**src/rtl/lif_pkg.sv**
```systemverilog
// Shared constants and sizing helpers for the spike/weight byte loader.
package lif_pkg;

  localparam int   BYTE_W     = 8;
  localparam logic SEL_WEIGHT = 1'b0;
  localparam logic SEL_SPIKE  = 1'b1;

  // Width of a full weight/spike vector for a given stage count.
  function automatic int VEC_W(input int n);
    return 2 ** n;
  endfunction

  // Number of bus bytes needed to fill one vector.
  function automatic int BYTES_PER_VEC(input int n);
    return (2 ** n) / BYTE_W;
  endfunction

endpackage

```
**src/rtl/spike_weight_loader_if.sv**
```systemverilog
// Byte-serial load bus between a byte source and the spike/weight loader.
interface spike_weight_loader_if;

  logic [lif_pkg::BYTE_W-1:0] in_data;
  logic                       in_sel;
  logic                       in_valid;
  logic                       in_ready;
  logic                       hold_w;
  logic                       flush;

  modport master (
    output in_data, in_sel, in_valid, hold_w, flush,
    input  in_ready
  );

  modport slave (
    input  in_data, in_sel, in_valid, hold_w, flush,
    output in_ready
  );

endinterface

```
**src/rtl/byte_shift_reg.sv**
```systemverilog
// Shadow vector that fills one byte at a time from the top, with a byte
// counter and a full flag. Clearing only resets the counter; the stale
// shadow bits are overwritten by the next frame anyway.
module byte_shift_reg
  import lif_pkg::*;
#(
  parameter int N_STAGE = 6
) (
  input  logic                       clk,
  input  logic                       reset,
  input  logic                       clear,
  input  logic                       shift_en,
  input  logic [BYTE_W-1:0]          byte_in,
  output logic [VEC_W(N_STAGE)-1:0]  vec,
  output logic [N_STAGE-3:0]         count,
  output logic                       full
);

  localparam int                W        = VEC_W(N_STAGE);
  localparam int                CNT_W    = N_STAGE - 2;
  localparam logic [CNT_W-1:0]  CNT_FULL = CNT_W'(BYTES_PER_VEC(N_STAGE));

  logic [W-1:0]        r_vec;
  logic [CNT_W-1:0]    r_count;
  logic [W+BYTE_W-1:0] w_cat;
  logic [W-1:0]        w_shifted;

  // New byte enters at the top; the oldest byte drifts down to bits [7:0].
  // Concatenating first keeps this valid even when W equals one byte.
  assign w_cat     = {byte_in, r_vec};
  assign w_shifted = w_cat[W+BYTE_W-1:BYTE_W];

  // Shadow data and byte count; clear wins over a shift.
  always_ff @(posedge clk) begin
    if (reset) begin
      r_vec   <= '0;
      r_count <= '0;
    end else if (clear) begin
      r_count <= '0;
    end else if (shift_en) begin
      r_vec   <= w_shifted;
      r_count <= r_count + CNT_W'(1);
    end
  end

  assign vec   = r_vec;
  assign count = r_count;
  assign full  = (r_count == CNT_FULL);

endmodule

```
**src/rtl/spike_weight_loader.sv**
```systemverilog
// Byte-serial front end for the MAC. Weight and spike bytes fill two shadow
// registers; once a frame is complete the shadows are committed to the
// active vectors, which otherwise stay stable for the MAC and neuron.
module spike_weight_loader
  import lif_pkg::*;
#(
  parameter int N_STAGE = 6
) (
  input  logic                       clk,
  input  logic                       reset,
  spike_weight_loader_if.slave       bus,
  output logic [VEC_W(N_STAGE)-1:0]  w_out,
  output logic [VEC_W(N_STAGE)-1:0]  x_out,
  output logic                       vec_valid,
  output logic [N_STAGE-3:0]         w_count,
  output logic [N_STAGE-3:0]         x_count
);

  localparam int W = VEC_W(N_STAGE);

  logic [W-1:0] w_wt_vec;
  logic [W-1:0] w_sp_vec;
  logic         w_wt_full;
  logic         w_sp_full;
  logic         w_sel_full;
  logic         w_accept;
  logic         w_wt_shift;
  logic         w_sp_shift;
  logic         w_commit;
  logic         w_wt_clear;
  logic         w_sp_clear;

  logic [W-1:0] r_w_out;
  logic [W-1:0] r_x_out;
  logic         r_vec_valid;

  // A byte is refused only when its own target is full, so the other
  // target keeps loading while one waits for commit.
  assign w_sel_full   = (bus.in_sel == SEL_SPIKE) ? w_sp_full : w_wt_full;
  assign bus.in_ready = ~reset & ~bus.flush & ~w_sel_full;
  assign w_accept     = bus.in_valid & bus.in_ready;
  assign w_wt_shift   = w_accept & (bus.in_sel == SEL_WEIGHT);
  assign w_sp_shift   = w_accept & (bus.in_sel == SEL_SPIKE);

  // Commit is decided from registered counts, so it lands one edge after
  // the completing byte. Flush cancels a pending commit. Only targets that
  // are committed get their count cleared, so a byte accepted for a
  // non-full target in the commit cycle survives.
  assign w_commit   = w_sp_full & (w_wt_full | bus.hold_w) & ~bus.flush;
  assign w_wt_clear = bus.flush | (w_commit & ~bus.hold_w);
  assign w_sp_clear = bus.flush | w_commit;

  byte_shift_reg #(.N_STAGE(N_STAGE)) u_wt_shadow (
    .clk      (clk),
    .reset    (reset),
    .clear    (w_wt_clear),
    .shift_en (w_wt_shift),
    .byte_in  (bus.in_data),
    .vec      (w_wt_vec),
    .count    (w_count),
    .full     (w_wt_full)
  );

  byte_shift_reg #(.N_STAGE(N_STAGE)) u_sp_shadow (
    .clk      (clk),
    .reset    (reset),
    .clear    (w_sp_clear),
    .shift_en (w_sp_shift),
    .byte_in  (bus.in_data),
    .vec      (w_sp_vec),
    .count    (x_count),
    .full     (w_sp_full)
  );

  // Active vectors change only here, on commit or reset; vec_valid marks
  // the cycle right after a commit edge.
  always_ff @(posedge clk) begin
    if (reset) begin
      r_w_out     <= '0;
      r_x_out     <= '0;
      r_vec_valid <= 1'b0;
    end else begin
      r_vec_valid <= w_commit;
      if (w_commit) begin
        r_x_out <= w_sp_vec;
        if (!bus.hold_w) begin
          r_w_out <= w_wt_vec;
        end
      end
    end
  end

  assign w_out     = r_w_out;
  assign x_out     = r_x_out;
  assign vec_valid = r_vec_valid;

endmodule

```
**src/flat_wrapper.sv**
```systemverilog
// flat-port wrapper written by rule: the top's interface ports become plain ports
module spike_weight_loader_flat import lif_pkg::*;
#(
  parameter int N_STAGE = 6
)
  (clk, reset, w_out, x_out, vec_valid, w_count, x_count, bus_in_data, bus_in_sel, bus_in_valid, bus_hold_w, bus_flush, bus_in_ready);
  spike_weight_loader_if bus_i ();
  input  logic clk;
  input  logic reset;
  output logic [VEC_W(N_STAGE)-1:0] w_out;
  output logic [VEC_W(N_STAGE)-1:0] x_out;
  output logic vec_valid;
  output logic [N_STAGE-3:0] w_count;
  output logic [N_STAGE-3:0] x_count;
  input wire logic [$bits(bus_i.in_data)-1:0] bus_in_data;
  input wire logic [$bits(bus_i.in_sel)-1:0] bus_in_sel;
  input wire logic [$bits(bus_i.in_valid)-1:0] bus_in_valid;
  input wire logic [$bits(bus_i.hold_w)-1:0] bus_hold_w;
  input wire logic [$bits(bus_i.flush)-1:0] bus_flush;
  output wire logic [$bits(bus_i.in_ready)-1:0] bus_in_ready;
  assign bus_i.in_data = bus_in_data;
  assign bus_i.in_sel = bus_in_sel;
  assign bus_i.in_valid = bus_in_valid;
  assign bus_i.hold_w = bus_hold_w;
  assign bus_i.flush = bus_flush;
  assign bus_in_ready = bus_i.in_ready;
  spike_weight_loader #(.N_STAGE(N_STAGE)) u_core (.clk(clk), .reset(reset), .bus(bus_i), .w_out(w_out), .x_out(x_out), .vec_valid(vec_valid), .w_count(w_count), .x_count(x_count));
endmodule
```
**config.mk**
```make
export PLATFORM = sky130hd
export DESIGN_NAME = spike_weight_loader_flat
export DESIGN_NICKNAME = d
export VERILOG_FILES = /design/src/rtl/lif_pkg.sv /design/src/rtl/spike_weight_loader_if.sv /design/src/rtl/byte_shift_reg.sv /design/src/rtl/spike_weight_loader.sv /design/src/flat_wrapper.sv
export SDC_FILE = /design/constraint.sdc
export NUM_CORES = 1
export LEC_CHECK = 0
export CORE_MARGIN = 4
export CORE_UTILIZATION = 54
export CTS_CLUSTER_DIAMETER = 30
export CTS_CLUSTER_SIZE = 14
export DETAILED_ROUTE_END_ITERATION = 10
export PLACE_DENSITY = 0.82
export REMOVE_ABC_BUFFERS = 1
export SYNTH_ARGS = -nofsm -noshare
export SYNTH_HDL_FRONTEND = slang
export SYNTH_HIERARCHICAL = 1
export SYNTH_SLANG_ARGS = --single-unit
```
**constraint.sdc**
```tcl
create_clock -name clk -period 2.7 [get_ports clk]
set_input_delay 0.81 -clock clk [delete_from_list [all_inputs] [get_ports clk]]
set_output_delay 0.81 -clock clk [all_outputs]
set_load 0.05 [all_outputs]
```
; Yosys cells after proc, flatten, opt, wreduce, memory -nomap -nowiden
; Cells that the tools add are included.
[totals]
ff_bits = 265
inputBits = 14
out_inout_bits = 138
[op_classes]
add_sub_neg = 2
n_eq_ne = 2
n_mux = 1
n_bitwise = 18
n_reduce_logical = 5
[op_table]
columns = cell, count
row1 = "adder 4 x 1 -> 4 bit, second input constant", 2
row2 = bitwise AND 1 bit, 8
row3 = "== test 4 bit, second input constant", 2
row4 = inverter 1 bit, 7
row5 = AND reduction 2 bit, 3
row6 = OR reduction 2 bit, 2
row7 = OR 1 bit, 3
row8 = two-way mux 1 bit, 1

; Depth between registers and ports, before layout
[depth]
depth_word = 8
mapped_depth = 11

; Cells and area by module
; The synthesis kept the hierarchy.
[by_module_without_submodules]
columns = mod, instances, cells_per_inst, area_each_um2
row1 = spike_weight_loader, 1, 567, 5170.0
row2 = byte_shift_reg, 2, 299, 2427.3

; Worst setup path after synthesis
; Ideal clock, no wire load.
[synth_timing]
path_kind = reg2reg
startpoint = reg u_core.u_wt_shadow.r_count[0] (netlist: u_core/u_wt_shadow/count[0])
endpoint = reg u_core.u_wt_shadow.r_vec[0] (netlist: u_core/u_wt_shadow/vec[0])
setup_ns = 0.070
arrival_time_ns = 3.472
required_time_ns = 2.630
setup_slack_ns = -0.842
stages_incl_launch_ff = 12
n_path_buf = 2
period_less_slack_ns = 3.542
path_cell_list = dfxtp_1 -> inv_1 -> ha_1 -> and3b_1 -> nor2b_1 -> a2111oi_2 -> and3b_1 -> and2b_1 -> buf_4 -> buf_6 -> nand2_1 -> a21oi_1
[synth_between]
word_cells_on_any_way = 13
cone_classes = eq/ne: 1 / mux: 1 / bitwise: 10 / reduce/logical: 1
[synth_rtl]
columns = item, line_no
row1 = start: declaration, byte_shift_reg.sv:24  ; logic [CNT_W-1:0] r_count;
row2 = start signal: assignment, byte_shift_reg.sv:42  ; r_count <= r_count + CNT_W'(1);
row3 = == test 4 bit, byte_shift_reg.sv:48  ; assign full = (r_count == CNT_FULL);
row4 = named net u_core.w_wt_full, spike_weight_loader.sv:23  ; logic w_wt_full;
row5 = two-way mux 1 bit, spike_weight_loader.sv:39  ; assign w_sel_full = (bus.in_sel == SEL_SPIKE) ? w_sp_full : w_wt_full;
row6 = inverter 1 bit, spike_weight_loader.sv:40  ; assign bus.in_ready = ~reset & ~bus.flush & ~w_sel_full;
row7 = bitwise AND 1 bit, spike_weight_loader.sv:40
row8 = named net bus_in_ready, flat_wrapper.sv:20  ; output wire logic [$bits(bus_i.in_ready)-1:0] bus_in_ready;
row9 = bitwise AND 1 bit, spike_weight_loader.sv:41  ; assign w_accept = bus.in_valid & bus.in_ready;
row10 = bitwise AND 1 bit, spike_weight_loader.sv:42  ; assign w_wt_shift = w_accept & (bus.in_sel == SEL_WEIGHT);
row11 = named net u_core.w_wt_shift, spike_weight_loader.sv:27  ; logic w_wt_shift;
row12 = AND reduction 2 bit (no line), n/a
row13 = end signal: assignment, byte_shift_reg.sv:41  ; r_vec <= w_shifted;
row14 = end: declaration, byte_shift_reg.sv:23  ; logic [W-1:0] r_vec;
; The timed path passes the listed nets, and every way through them passes these cells.
; A chain may end at the register's enable or synchronous reset.

; Final worst setup path
[layout_timing]
startpoint = reg u_core.u_wt_shadow.r_count[1] (netlist: u_core/u_wt_shadow/count[1])
endpoint = out bus_in_ready
[layout_between]
elab_chain_cells = 4
[layout_lines]
columns = item, line_no
row1 = == test 4 bit, byte_shift_reg.sv:48
row2 = named net u_core.w_wt_full, spike_weight_loader.sv:23
row3 = two-way mux 1 bit, spike_weight_loader.sv:39
row4 = inverter 1 bit, spike_weight_loader.sv:40
row5 = bitwise AND 1 bit, spike_weight_loader.sv:40
row6 = end: declaration, flat_wrapper.sv:20
; The timed path passes the listed nets, and every way through them passes these cells.

==> run_results.csv <==
group,metric,value,unit
run_status,outcome,"complete, but fails checks",
run_status,violations,"negative setup slack",
synthesis,synth.most_common_cell,"nand2_1",
clock_tree,clock_latency,0.51,ns
sta,finalHoldViolCount,0,
pwr,max-vdd-ir-drop,0.4505,mV
synthesis,ys_ff_latch,265,
setup_path,worstPathMaxFanout,2,
global_route,antenna_found_initial,0,
die,start_util,0.5543,
synthesis,synth_top_area_frac,0.5292,
final_layout,fin_area,13320,µm²
synthesis,synth_cells,1165,
clock_tree,cts.sinks,265,
sta,rsz0062_at_grt,"true",
setup_path,crit_slowest_cell,"dfxtp_2",
detailed_routing,drt_first_pass_iters,5,
synthesis,synthSimpleGateAreaFrac,0.2421,
sta,fin_crit_sh,1.008,
final_layout,n_fill_cell,1320,
clock_tree,cts-buffers-inserted,44,
setup_path,path_class,"reg -> out",
synthesis,synth_ff_type,"dfxtp_1",
pwr,p_total,9.788,mW
clock_tree,h-tree-depth,2,
synthesis,async_flop_share,0,
sta,timing.fmax,0.3676,GHz
clock_tree,clk_pin_slew,0.05,ns
synthesis,synth_top_family_by_area,"simple AND/OR/NAND/NOR gates",
placement,dp_worst_setup_slack,-0.1652,ns
setup_path,critPathLaunchType,"flip-flop",
detailed_routing,drt_wl_total,22170,µm
sta,slew_violations,0,
placement,port_buffers,151,
detailed_routing,wl_per_cell,14.09,µm
final_layout,finalNonFillerCells,1573,
setup_path,cp.arrival,1.91,ns
detailed_routing,drt-initial-drc-count,517,
synthesis,synth_cell_types,26,
setup_path,cpPeakStageDelay,0.33,ns
synthesis,synthAdderAreaFrac,0.004993,
sta,tightest_slew,0.8793,ns
placement,dp_hpwl,12880,µm
sta,fin_crit,2.720,ns
synthesis,synth_compound_area_frac,0.09785,
global_route,grt.total_usage,0.2091,
synthesis,synth-edff-count,0,
sta,finClkSkew,0.01856,ns
synthesis,synth.area.mux_share,0.06590,
die,row_count,49,
detailed_routing,via_per_inst,5.146,
setup_path,worstPathCellList,"inv_2, ha_4, and3b_2, nor2b_4, a2111oi_4, buf_4, buf_12",
sta,setup_tns,-0.02029,ns
synthesis,ys_warn_count,6,
setup_path,cp-end-kind,"output pin",
final_layout,diodes,0,
sta,relSlewSlack,0.4138,
final_layout,drive_above_1_share,0.09821,
job,cap_violations,0,
synthesis,avgSynthCellArea,8.605,µm²
die,die-area,20810,µm²
min_path,hold_path.class,"reg -> reg",
global_route,grt_max_degree,187,
setup_path,critPathRequiredTime,1.89,ns
sta,hold_ws,0.4528,ns
synthesis,synthXorXnorAreaFrac,0.005242,
die,boundaryPins,152,
clock_tree,clockBufferDepth,3,
sta,finalWorstSetupSlack,-0.02029,ns
pwr,p_leak,4.376,nW
global_route,grt_pass1_wl,36460,µm
global_route,grt_pass1_vias,7756,
synthesis,synthesis.area,10020,µm²
clock_tree,cts_root_buf,"clkbuf_16",
final_layout,nets,1328,
synthesis,yosys.area.top_type,"dfxtp_1",
final_layout,fin_util,0.7365,
placement,dpl-instance-area,11680,µm²
final_layout,area_growth,32.88,%
placement,place_congestion,0.7613,
detailed_routing,via_count,8094,
sta,setup_violations,1,
global_route,grt_overflow_total,0,
synthesis,yosys-top-cells-area,"dfxtp_1 (53%), nand2_1 (14%), a21oi_1 (9.6%)",
die,dieWidth,144.3,µm
detailed_routing,antenna_left,0,
placement,placedCellCount,1487,
synthesis,ys_seq_area_frac,0.5292,
clock_tree,cts_tree,"built",
die,core-area,18090,µm²
die,die_h,144.3,µm
detailed_routing,post-route-drc-count,0,
pwr,powerDensity,734.8,nW/µm²
synthesis,synth_common_cells,"nand2_1 (386), dfxtp_1 (265), a21oi_1 (192)",
logic make-up (layout without fill, tap and decap cells):
family,count (synthesis),in the layout
and+or+nand+nor,540,540
DFF,265,265
AOI/OAI and AO/OA,194,194
buffers and inverters,90,269
muxes,66,66
xor gates and xnor gates,6,6
adders and majority gates,4,4
power by group:
part | switching [mW] | total, mW | internal [mW]
clock | 1.87 | 5.68 | 3.80
sequential | 0.00264 | 3.92 | 3.92
combinational | 0.110 | 0.186 | 0.0761
total | 1.99 | 9.79 | 7.80
registers in the layout (all words and copies together), names as in the netlist:
name                      count
u_core/u_sp_shadow/count      4
u_core/u_sp_shadow/vec       64
u_core/u_wt_shadow/count      4
u_core/u_wt_shadow/vec       64
u_core/vec_valid              1
u_core/w_out                 64
u_core/x_out                 64
timing repair:
item / CTS / global route
buffers inserted: 5 / 1
hold buffers: 0 / 0
pin swaps: 2 / 2
resized for setup: 16 / 4
hold endpoints to repair: 0 / 0
endpoints found under the setup margin: 1 / 1
final cells by class:
class                      instances  area, µm²  share of cell area
sequential                       265       5313              0.3988
multi-input combinational        810       4239              0.3182
timing repair buffer             185       1923              0.1444
clock buffer                      56       1227             0.09215
clock inverter                    24      316.6             0.02376
tap                              229      286.5             0.02151
inverter                           4      15.01            0.001127
worst paths after layout:
path / from / end / slack, ns / cells past startpoint
setup / recovery: u_core/u_wt_shadow/count[1] / bus_in_ready / -0.02 / 7
hold / removal: u_core/w_out[19] / u_core/w_out[19] / 0.45 / 2
setup reg to reg: u_core/u_wt_shadow/count[1] / u_core/u_wt_shadow/vec[27] / 0.39 / 11
hold reg to reg: u_core/w_out[19] / u_core/w_out[19] / 0.45 / 2
metal layers:
layer / global-route usage / wire (µm) / vias to the layer above
li1: - / - / 4047
met1: 0.2580 / 9323 / 3809
met2: 0.3567 / 11140 / 198
met3: 0.05820 / 1198 / 40
met4: 0.06578 / 503 / 0
met5: 0 / 0 / -
critical path: cells and delay by family, from the launching register on:
kind            cells  cell delay [ns]
fa+ha+maj           1             0.15
simple gates        2             0.33
buf+inv             3             0.37
compound gates      1             0.22
flops               1             0.33
cell usage in the layout, fill, tap and decap left out, types with 5 or more instances in the layout:
cell type,synthesis,final
nand2_1,386,386
dfxtp_1,265,261
a21oi_1,192,192
clkdlybuf4s50_1,0,147
nand2b_1,132,130
mux2i_1,66,66
clkbuf_16,0,45
buf_4,15,22
buf_12,0,12
nor3_1,8,8
clkbuf_8,0,7
bufinv_16,0,6
clkinv_4,0,6
clkbuf_1,29,5
clkinvlp_4,0,5
Note: power is estimated with default switching activity, not from simulation.
==> edit, RTL diff (config.mk and constraints unchanged) <==
Put a register stage on the output `w_count`, with the module's reset. The value now appears one clock later. The other outputs are not delayed to match.
--- a/src/rtl/spike_weight_loader.sv
+++ b/src/rtl/spike_weight_loader.sv
@@ -17,6 +17,8 @@
 );
 
   localparam int W = VEC_W(N_STAGE);
+
+  logic [N_STAGE-3:0] w_count_d;
 
   logic [W-1:0] w_wt_vec;
   logic [W-1:0] w_sp_vec;
@@ -57,7 +59,7 @@
     .shift_en (w_wt_shift),
     .byte_in  (bus.in_data),
     .vec      (w_wt_vec),
-    .count    (w_count),
+    .count    (w_count_d),
     .full     (w_wt_full)
   );
 
@@ -94,5 +96,13 @@
   assign x_out     = r_x_out;
   assign vec_valid = r_vec_valid;
 
+  always_ff @(posedge clk) begin
+    if (reset) begin
+      w_count <= '0;
+    end else begin
+      w_count <= w_count_d;
+    end
+  end
+
 endmodule
 
Behaviour: not the same (a bounded check fails within 4 cycles, from zero or initial values and one cycle with reset high).
==> edit against the unedited design <==
The run still ends with negative setup slack left. Sequential cell count is 4 higher. Power up 3.6%. Setup slack got worse by 0.0045 ns. Combinational power about the same. Area after synthesis rose by 1.2%. Routed wire length up 2.0%. Maximum frequency down 0.16%. Final area is 1.3% higher.
==> edit: results <==
[status]
status = "finished, violations left"
violations = "negative setup slack"

[sta]
fin_setup_tns_ns = -0.0248
postLayoutSetupSlackWorst_ns = -0.0248
max-slew-margin-rel = 0.456
setup_violations = 1
fin_skew_ns = 0.0248

[final_layout]
seq_area_um2 = 5400
nets = 1338
nonClkBufAreaFrac = 0.140
num-multi-input-gates = 814
multi_input_area_share = 0.317
drive_gt1_frac = 0.102
nClkBuffers = 51

[yosys]
yosys-top-cells-count = "nand2_1, dfxtp_1, a21oi_1, nand2b_1, mux2i_1"
synth_area_leaders = "dfxtp_1, nand2_1, a21oi_1, nand2b_1, mux2i_1"
ys_seq_area_frac = 0.531

[critical_path]
r2r_end = "u_core/u_wt_shadow/vec[8]$_SDFFE_PP0P_"
crit_slowest_cell = "dfxtp_4"
ff2ff_setup_slack_ns = 0.34
crit_start = "u_core/u_sp_shadow/count[0]$_SDFFE_PP0P_"

[clocking]
numCtsBuffers = 46

[power]
cellLeakagePower_nw = 4.45

[detailed_routing]
avgRoutedWirePerCell_um = 14.3

[grt]
grt_pass1_wl_um = 37800
grt_max_degree = 177

[place]
dpl_worst_slack_ns = -0.152
-- edit: cell types whose count changed after synthesis --
cell and delta:
buf_4 +2, buf_1 -2, buf_2 +1, nor2b_1 +4
dfxtp_1 +4
-- edit: layer usage --
layer | routed length, um | vias to the layer above | track usage | share of wire
met5 | 0 | - | 0 | 0
met4 | 494 | 0 | 0.0722 | 0.022
met3 | 1380 | 45 | 0.0599 | 0.061
met2 | 11400 | 194 | 0.365 | 0.50
met1 | 9320 | 3785 | 0.243 | 0.41
li1 | - | 4079 | - | -
-- edit: worst min path at each step --
stage,startpoint,end,slack [ns],cells past startpoint
2_1_floorplan,u_core/u_wt_shadow/vec[0]$_SDFFE_PP0P_,u_core/w_out[0]$_SDFFE_PP0P_,0.43,2
4_1_cts,u_core/u_wt_shadow/vec[3]$_SDFFE_PP0P_,u_core/w_out[3]$_SDFFE_PP0P_,0.45,2
6_report,u_core/u_wt_shadow/vec[3]$_SDFFE_PP0P_,u_core/w_out[3]$_SDFFE_PP0P_,0.45,2
3_3_place_gp,u_core/w_out[56]$_SDFFE_PP0P_,u_core/w_out[56]$_SDFFE_PP0P_,0.44,2
5_1_grt,u_core/w_out[27]$_SDFFE_PP0P_,u_core/w_out[27]$_SDFFE_PP0P_,0.47,2
3_5_place_dp,u_core/u_wt_shadow/vec[6]$_SDFFE_PP0P_,u_core/w_out[6]$_SDFFE_PP0P_,0.44,2
-- edit: per-stage QoR --
stage	cells	cell area (um2)
after floorplan	1087	9600
after global placement	1494	11800
after detailed placement	1494	11800
after CTS	1586	13500
after global routing	1586	13500
final	1586	13500
-- edit: repair_timing --
action                     4_1_cts  5_1_grt
buffers inserted                 7        0
pin swaps                        3        0
setup endpoints to repair        1        1
gates resized for setup         18        3
hold buffers                     0        0
hold endpoints to repair         0        0
-- edit: cell families after synthesis --
group                      synth area share
adders and majority gates           0.00493
DFF                                   0.531
buffers and inverters                0.0553
xor gates and xnor gates            0.00518
AOI/OAI and AO/OA                    0.0967
muxes                                0.0651
and+or+nand+nor                       0.242
-- edit: tightest hold or removal path: stages (launching register included) --
cell and delay (ns):
dfxtp_1 0.31, nand2_1 0.05, a21oi_1 0.05
-- edit: power groups by stage --
| stage | clock network, mW | logic [mW] | registers [mW] |
|---|---|---|---|
| 6_report | 5.98 | 0.186 | 3.98 |
| 5_1_grt | 6.28 | 0.200 | 3.98 |
| 4_1_cts | 6.06 | 0.185 | 3.98 |
| 3_5_place_dp | 0 | 0.181 | 4.06 |
| 3_3_place_gp | 0 | 0.180 | 4.06 |
| 2_1_floorplan | 0 | 0.0563 | 4.06 |
